[src/rtl/axi_lite_pkg.sv]
// Shared definitions for the AXI4-Lite single-beat write master:
// state encoding, write response codes and default bus widths.
package axi_lite_pkg;

    localparam int ADDR_W_DEF = 32;
    localparam int DATA_W_DEF = 32;

    // Write master sequencing: wait for a request, push address/data, collect response
    typedef enum logic [1:0] {
        ST_IDLE = 2'd0,
        ST_SEND = 2'd1,
        ST_RESP = 2'd2
    } wr_state_t;

    localparam logic [1:0] RESP_OKAY   = 2'b00;
    localparam logic [1:0] RESP_EXOKAY = 2'b01;
    localparam logic [1:0] RESP_SLVERR = 2'b10;
    localparam logic [1:0] RESP_DECERR = 2'b11;

    // Anything other than a plain OKAY is reported to the user as an error
    function automatic logic resp_is_err(input logic [1:0] resp);
        return (resp != RESP_OKAY);
    endfunction

endpackage

[src/rtl/axi_lite_writer.sv]
// AXI4-Lite write master: issues one address/data beat per W_Start request,
// accepts the AW and W handshakes in any order, then waits for the B response
// and reports it through W_Resp/W_Err with a one-cycle W_Done pulse.
module axi_lite_writer
    import axi_lite_pkg::*;
#(
    parameter int ADDR_W = ADDR_W_DEF,
    parameter int DATA_W = DATA_W_DEF
) (
    input  logic                  ACLK,
    input  logic                  ARESET,
    // write address channel
    output logic                  AWVALID,
    input  logic                  AWREADY,
    output logic [ADDR_W-1:0]     AWADDR,
    output logic [2:0]            AWPROT,
    // write data channel
    output logic                  WVALID,
    input  logic                  WREADY,
    output logic [DATA_W-1:0]     WDATA,
    output logic [DATA_W/8-1:0]   WSTRB,
    // write response channel
    input  logic                  BVALID,
    output logic                  BREADY,
    input  logic [1:0]            BRESP,
    // user side
    input  logic                  W_Start,
    input  logic [ADDR_W-1:0]     Write_to,
    input  logic [DATA_W-1:0]     W_Data,
    input  logic [DATA_W/8-1:0]   W_Strb,
    output logic                  Writer_Run,
    output logic                  W_Done,
    output logic [1:0]            W_Resp,
    output logic                  W_Err
);

    wr_state_t               r_state;
    logic                    r_awvalid;
    logic                    r_wvalid;
    logic                    r_bready;
    logic [ADDR_W-1:0]       r_awaddr;
    logic [DATA_W-1:0]       r_wdata;
    logic [DATA_W/8-1:0]     r_wstrb;
    logic                    r_run;
    logic                    r_done;
    logic [1:0]              r_resp;
    logic                    r_err;
    logic                    r_aw_done;
    logic                    r_w_done;

    logic                    w_aw_hs;
    logic                    w_w_hs;
    logic                    w_aw_complete;
    logic                    w_w_complete;

    // A channel counts as complete if it finished earlier or handshakes this cycle,
    // so both orders and simultaneous handshakes all reach RESP on the same rule.
    assign w_aw_hs       = r_awvalid & AWREADY;
    assign w_w_hs        = r_wvalid & WREADY;
    assign w_aw_complete = r_aw_done | w_aw_hs;
    assign w_w_complete  = r_w_done | w_w_hs;

    assign AWVALID    = r_awvalid;
    assign AWADDR     = r_awaddr;
    assign AWPROT     = 3'b000;
    assign WVALID     = r_wvalid;
    assign WDATA      = r_wdata;
    assign WSTRB      = r_wstrb;
    assign BREADY     = r_bready;
    assign Writer_Run = r_run;
    assign W_Done     = r_done;
    assign W_Resp     = r_resp;
    assign W_Err      = r_err;

    // Transaction sequencer with all bus and status outputs registered
    always_ff @(posedge ACLK) begin
        if (ARESET) begin
            r_state   <= ST_IDLE;
            r_awvalid <= 1'b0;
            r_wvalid  <= 1'b0;
            r_bready  <= 1'b0;
            r_awaddr  <= '0;
            r_wdata   <= '0;
            r_wstrb   <= '0;
            r_run     <= 1'b0;
            r_done    <= 1'b0;
            r_resp    <= RESP_OKAY;
            r_err     <= 1'b0;
            r_aw_done <= 1'b0;
            r_w_done  <= 1'b0;
        end else begin
            r_done <= 1'b0;
            case (r_state)
                ST_IDLE: begin
                    if (W_Start) begin
                        r_awaddr  <= Write_to;
                        r_wdata   <= W_Data;
                        r_wstrb   <= W_Strb;
                        r_awvalid <= 1'b1;
                        r_wvalid  <= 1'b1;
                        r_run     <= 1'b1;
                        r_aw_done <= 1'b0;
                        r_w_done  <= 1'b0;
                        r_state   <= ST_SEND;
                    end
                end

                ST_SEND: begin
                    if (w_aw_hs) begin
                        r_awvalid <= 1'b0;
                        r_aw_done <= 1'b1;
                    end
                    if (w_w_hs) begin
                        r_wvalid <= 1'b0;
                        r_w_done <= 1'b1;
                    end
                    if (w_aw_complete && w_w_complete) begin
                        r_bready  <= 1'b1;
                        r_aw_done <= 1'b0;
                        r_w_done  <= 1'b0;
                        r_state   <= ST_RESP;
                    end
                end

                ST_RESP: begin
                    if (BVALID) begin
                        r_bready <= 1'b0;
                        r_resp   <= BRESP;
                        r_err    <= resp_is_err(BRESP);
                        r_run    <= 1'b0;
                        r_done   <= 1'b1;
                        r_state  <= ST_IDLE;
                    end
                end

                default: begin
                    r_state <= ST_IDLE;
                end
            endcase
        end
    end

endmodule

[config.mk]
export PLATFORM = sky130hd
export DESIGN_NAME = axi_lite_writer
export DESIGN_NICKNAME = d
export VERILOG_FILES = /design/src/rtl/axi_lite_pkg.sv /design/src/rtl/axi_lite_writer.sv
export SDC_FILE = /design/constraint.sdc
export NUM_CORES = 1
export LEC_CHECK = 0
export ABC_AREA = 1
export ABC_CLOCK_PERIOD_IN_PS = 1320
export CORE_MARGIN = 2
export CORE_UTILIZATION = 30
export CTS_CLUSTER_DIAMETER = 80
export DETAILED_ROUTE_END_ITERATION = 10
export DONT_BUFFER_PORTS = 1
export PLACE_DENSITY = 0.51
export SLEW_MARGIN = 10
export SYNTH_ARGS = -nofsm -noshare
export SYNTH_HDL_FRONTEND = slang
export SYNTH_SLANG_ARGS = --single-unit
[constraint.sdc]
create_clock -name ACLK -period 1.32 [get_ports ACLK]
set_input_delay 0.264 -clock ACLK [delete_from_list [all_inputs] [get_ports ACLK]]
set_output_delay 0.264 -clock ACLK [all_outputs]
set_load 0.02 [all_outputs]
==> key figures <==
Outcome
  – Outcome: finished clean

Timing
  – FMAX: around 0.84 GHz
  – # setup viols final: 0
  – Final period utilization: between 80 and 90%
  – Fin. Hold Viols: 0
  – RSZ-0062 raised after global routing: no
  – TNS Setup: 0 ns
  – Final worst slack: between 0.1 and 0.15 ns
  – Clk_skew: about 0.011 ns
  – Max Slew Vio Count: 0
  – Final Critical Period: ~1.2 ns

GRT
  – Initial antenna violation count: 1
  – Global-route usage over all layers: between 10% and 20%
  – Grt ovf: 0
  – Vias in the first global route: 2205
  – First-pass GRT wire length: a little over 10 mm
  – Largest net degree at the start of global routing: 39

Critical path
  – CP bufs+invs: 2
  – CP Cell Sequence: nor2_2, nand2_4, inv_2, buf_12, nor2_1, nor2_1
  – Startpoint Class: flip-flop
  – CP arrival: approximately 1.5 ns
  – Critical Path RT: approximately 1.6 ns
  – Crit path top cell by count: nor2_1
  – Slowest CP cell: dfxtp_1
  – Largest delay share family, worst path: simple AND/OR/NAND/NOR gates
  – CP endpoint kind: flip-flop
  – Critical path class: reg -> reg
  – CP Max Fanout: 36
  – Max stage delay on crit path: 0.33 ns

Floorplan
  – Initial cell density of the core: 31.2%
  – Die width: a little over 100 um
  – IO Count: between 150 and 200
  – Cell row count: 35
  – Die Area: around 10000 um^2
  – Die Span Y: between 100 and 150 um
  – Core area: approximately 9300 um^2

CTS
  – Clock tree buffer depth: 2
  – TritonCTS buffer count: 9
  – CTS Sinks: 80
  – CTS tree: yes
  – Clock transition at path regs: roughly 0.080 ns
  – Clock Latency Late Sink: 0.34 ns
  – Clock Root Buffer: clkbuf_8
  – Setup bufs post-CTS: 0
  – CTS H-tree depth: 3

Cells and area
  – Layout net count: approximately 440
  – Post-route cell area: approximately 3200 um^2
  – Area delta synth->final: 11.5%
  – Final Core Density: a little over a third
  – Fraction of layout cells with a size suffix above 1: slightly below 8%
  – Antenna Cells: 0

Routing
  – First-pass DRT Iterations: 4
  – DR vias/cell: 4.53
  – Routed length per instance: 13.7 um
  – Final ANT Viol Nets: 0
  – DR iter-0 viols: approximately 70
  – # DRC: 0
  – DR vias: 2273
  – Final WL: roughly 6.9 mm

Logic synthesis
  – Top cells by count, synth: nor2_1 (138), dfxtp_1 (80), o21ai_0 (54)
  – Syn Inst Count: 370
  – Synthesized area: 2900 um^2
  – Synth warnings: 0
  – Distinct cell type count after synthesis: 18
  – Leading area contributor after synthesis: dfxtp_1
  – Sequential share of the synthesized area: between 50 and 60%
  – Post-synth EDFFs: 0
  – Ys async rst share: 0%
  – Syn avg cell area: 7.83 um^2
  – Top-area cell type share of the netlist area: approximately 55%
  – Yosys reg bits: 80
  – Most common cell in the netlist: nor2_1
  – Synth Flop Type: dfxtp_1
  – Top cells by area, synth: dfxtp_1 (55%), nor2_1 (18%), o21ai_0 (9.3%), buf_6 (3.5%), o21ai_1 (3.5%)

Placement
  – Hpwl dp: about 4.9 mm
  – Placed Instance Area: 2990 um^2
  – DP Worst Slack: about 0.095 ns
  – Gpl congestion: 0.772
  – Number of port buffers: 0

Pwr
  – Pleak: approximately 0.0013 uW
  – Peak VDD IR: around 550 uV
  – Pwr Density: ~1700 nW/um^2

Hold path
  – Hold crit path type: in -> reg

Flow run
  – MaxCap Viol Count: 0
==> final timing paths <==
kind                                              start                      end  slack [ns]  cells past startpoint
worst max-delay path            r_state[1]$_SDFFE_PP0P_  AWADDR[18]$_SDFFE_PP0P_        0.13                      6
worst min-delay path                       Write_to[24]  AWADDR[24]$_SDFFE_PP0P_        0.07                      2
worst max register to register  r_state[1]$_SDFFE_PP0P_  AWADDR[18]$_SDFFE_PP0P_        0.13                      6
worst min register to register   r_aw_done$_SDFFE_PP0P_   r_aw_done$_SDFFE_PP0P_        0.48                      2
==> state kept, by name, indices dropped and copies added, names as in the netlist <==
signal / flops
BREADY: 1
W_Done: 1
r_aw_done: 1
WSTRB: 4
WDATA: 32
W_Resp: 2
Writer_Run: 1
AWVALID: 1
WVALID: 1
r_w_done: 1
r_state: 2
W_Err: 1
AWADDR: 32
==> report_power, final <==
group,internal (uW),switching [uW]
Combinational,201,338
Clock,1110,876
Sequential,2620,365
==> layout by cell type, fill, tap and decap left out, drive strengths merged, types with 2 or more instances in the layout <==
cell type  count
bufinv         2
clkbuf        11
buf           10
inv           14
nand3          3
o21ai         74
conb           3
nand2         22
dfxtp         80
clkinvlp       2
nor2         139
a21oi         10
==> routing by layer <==
| metal | up-vias | routed length, um | track usage (%) |
|---|---|---|---|
| li1 | 1167 | - | - |
| met1 | 987 | 2810 | 14.0 |
| met2 | 103 | 2960 | 21.2 |
| met3 | 14 | 939 | 6.50 |
| met4 | 2 | 140 | 6.26 |
| met5 | - | 13 | 0 |
==> layout make-up <==
class / count / area, um^2
sequential: 80 / 1600
timing repair buffer: 11 / 123
clock inverter: 5 / 80.1
fill: 1029 / 6060
multi-input combinational: 252 / 1070
inverter: 14 / 52.6
tap: 129 / 161
clock buffer: 11 / 141
==> repair_timing <==
action,4_1_cts,5_1_grt
gates resized for setup,0,1
hold buffers,1,0
endpoints found under the hold margin,9,0
setup endpoints to repair,0,21
==> per-stage QoR <==
| stage | hold WS [ns] | total power [uW] | instances |
|---|---|---|---|
| 6_report | 0.0682 | 5510 | 502 |
| 5_1_grt | 0.0456 | 5810 | 502 |
| 4_1_cts | 0.0408 | 5620 | 502 |
| 2_1_floorplan | 0.409 | 3470 | 372 |
| 3_5_place_dp | 0.339 | 3590 | 485 |
| 3_3_place_gp | 0.337 | 3570 | 485 |
==> cells by family (layout without fill, tap and decap cells) <==
kind of cell    count (synthesis)  count (layout)  share of synthesized area (%)
compound gates                 85              85                           14.7
buf+inv                        40              41                           8.25
flops                          80              80                           55.3
other cells                     1               3                          0.130
simple gates                  164             164                           21.6
(Power assumes the default switching activity.)
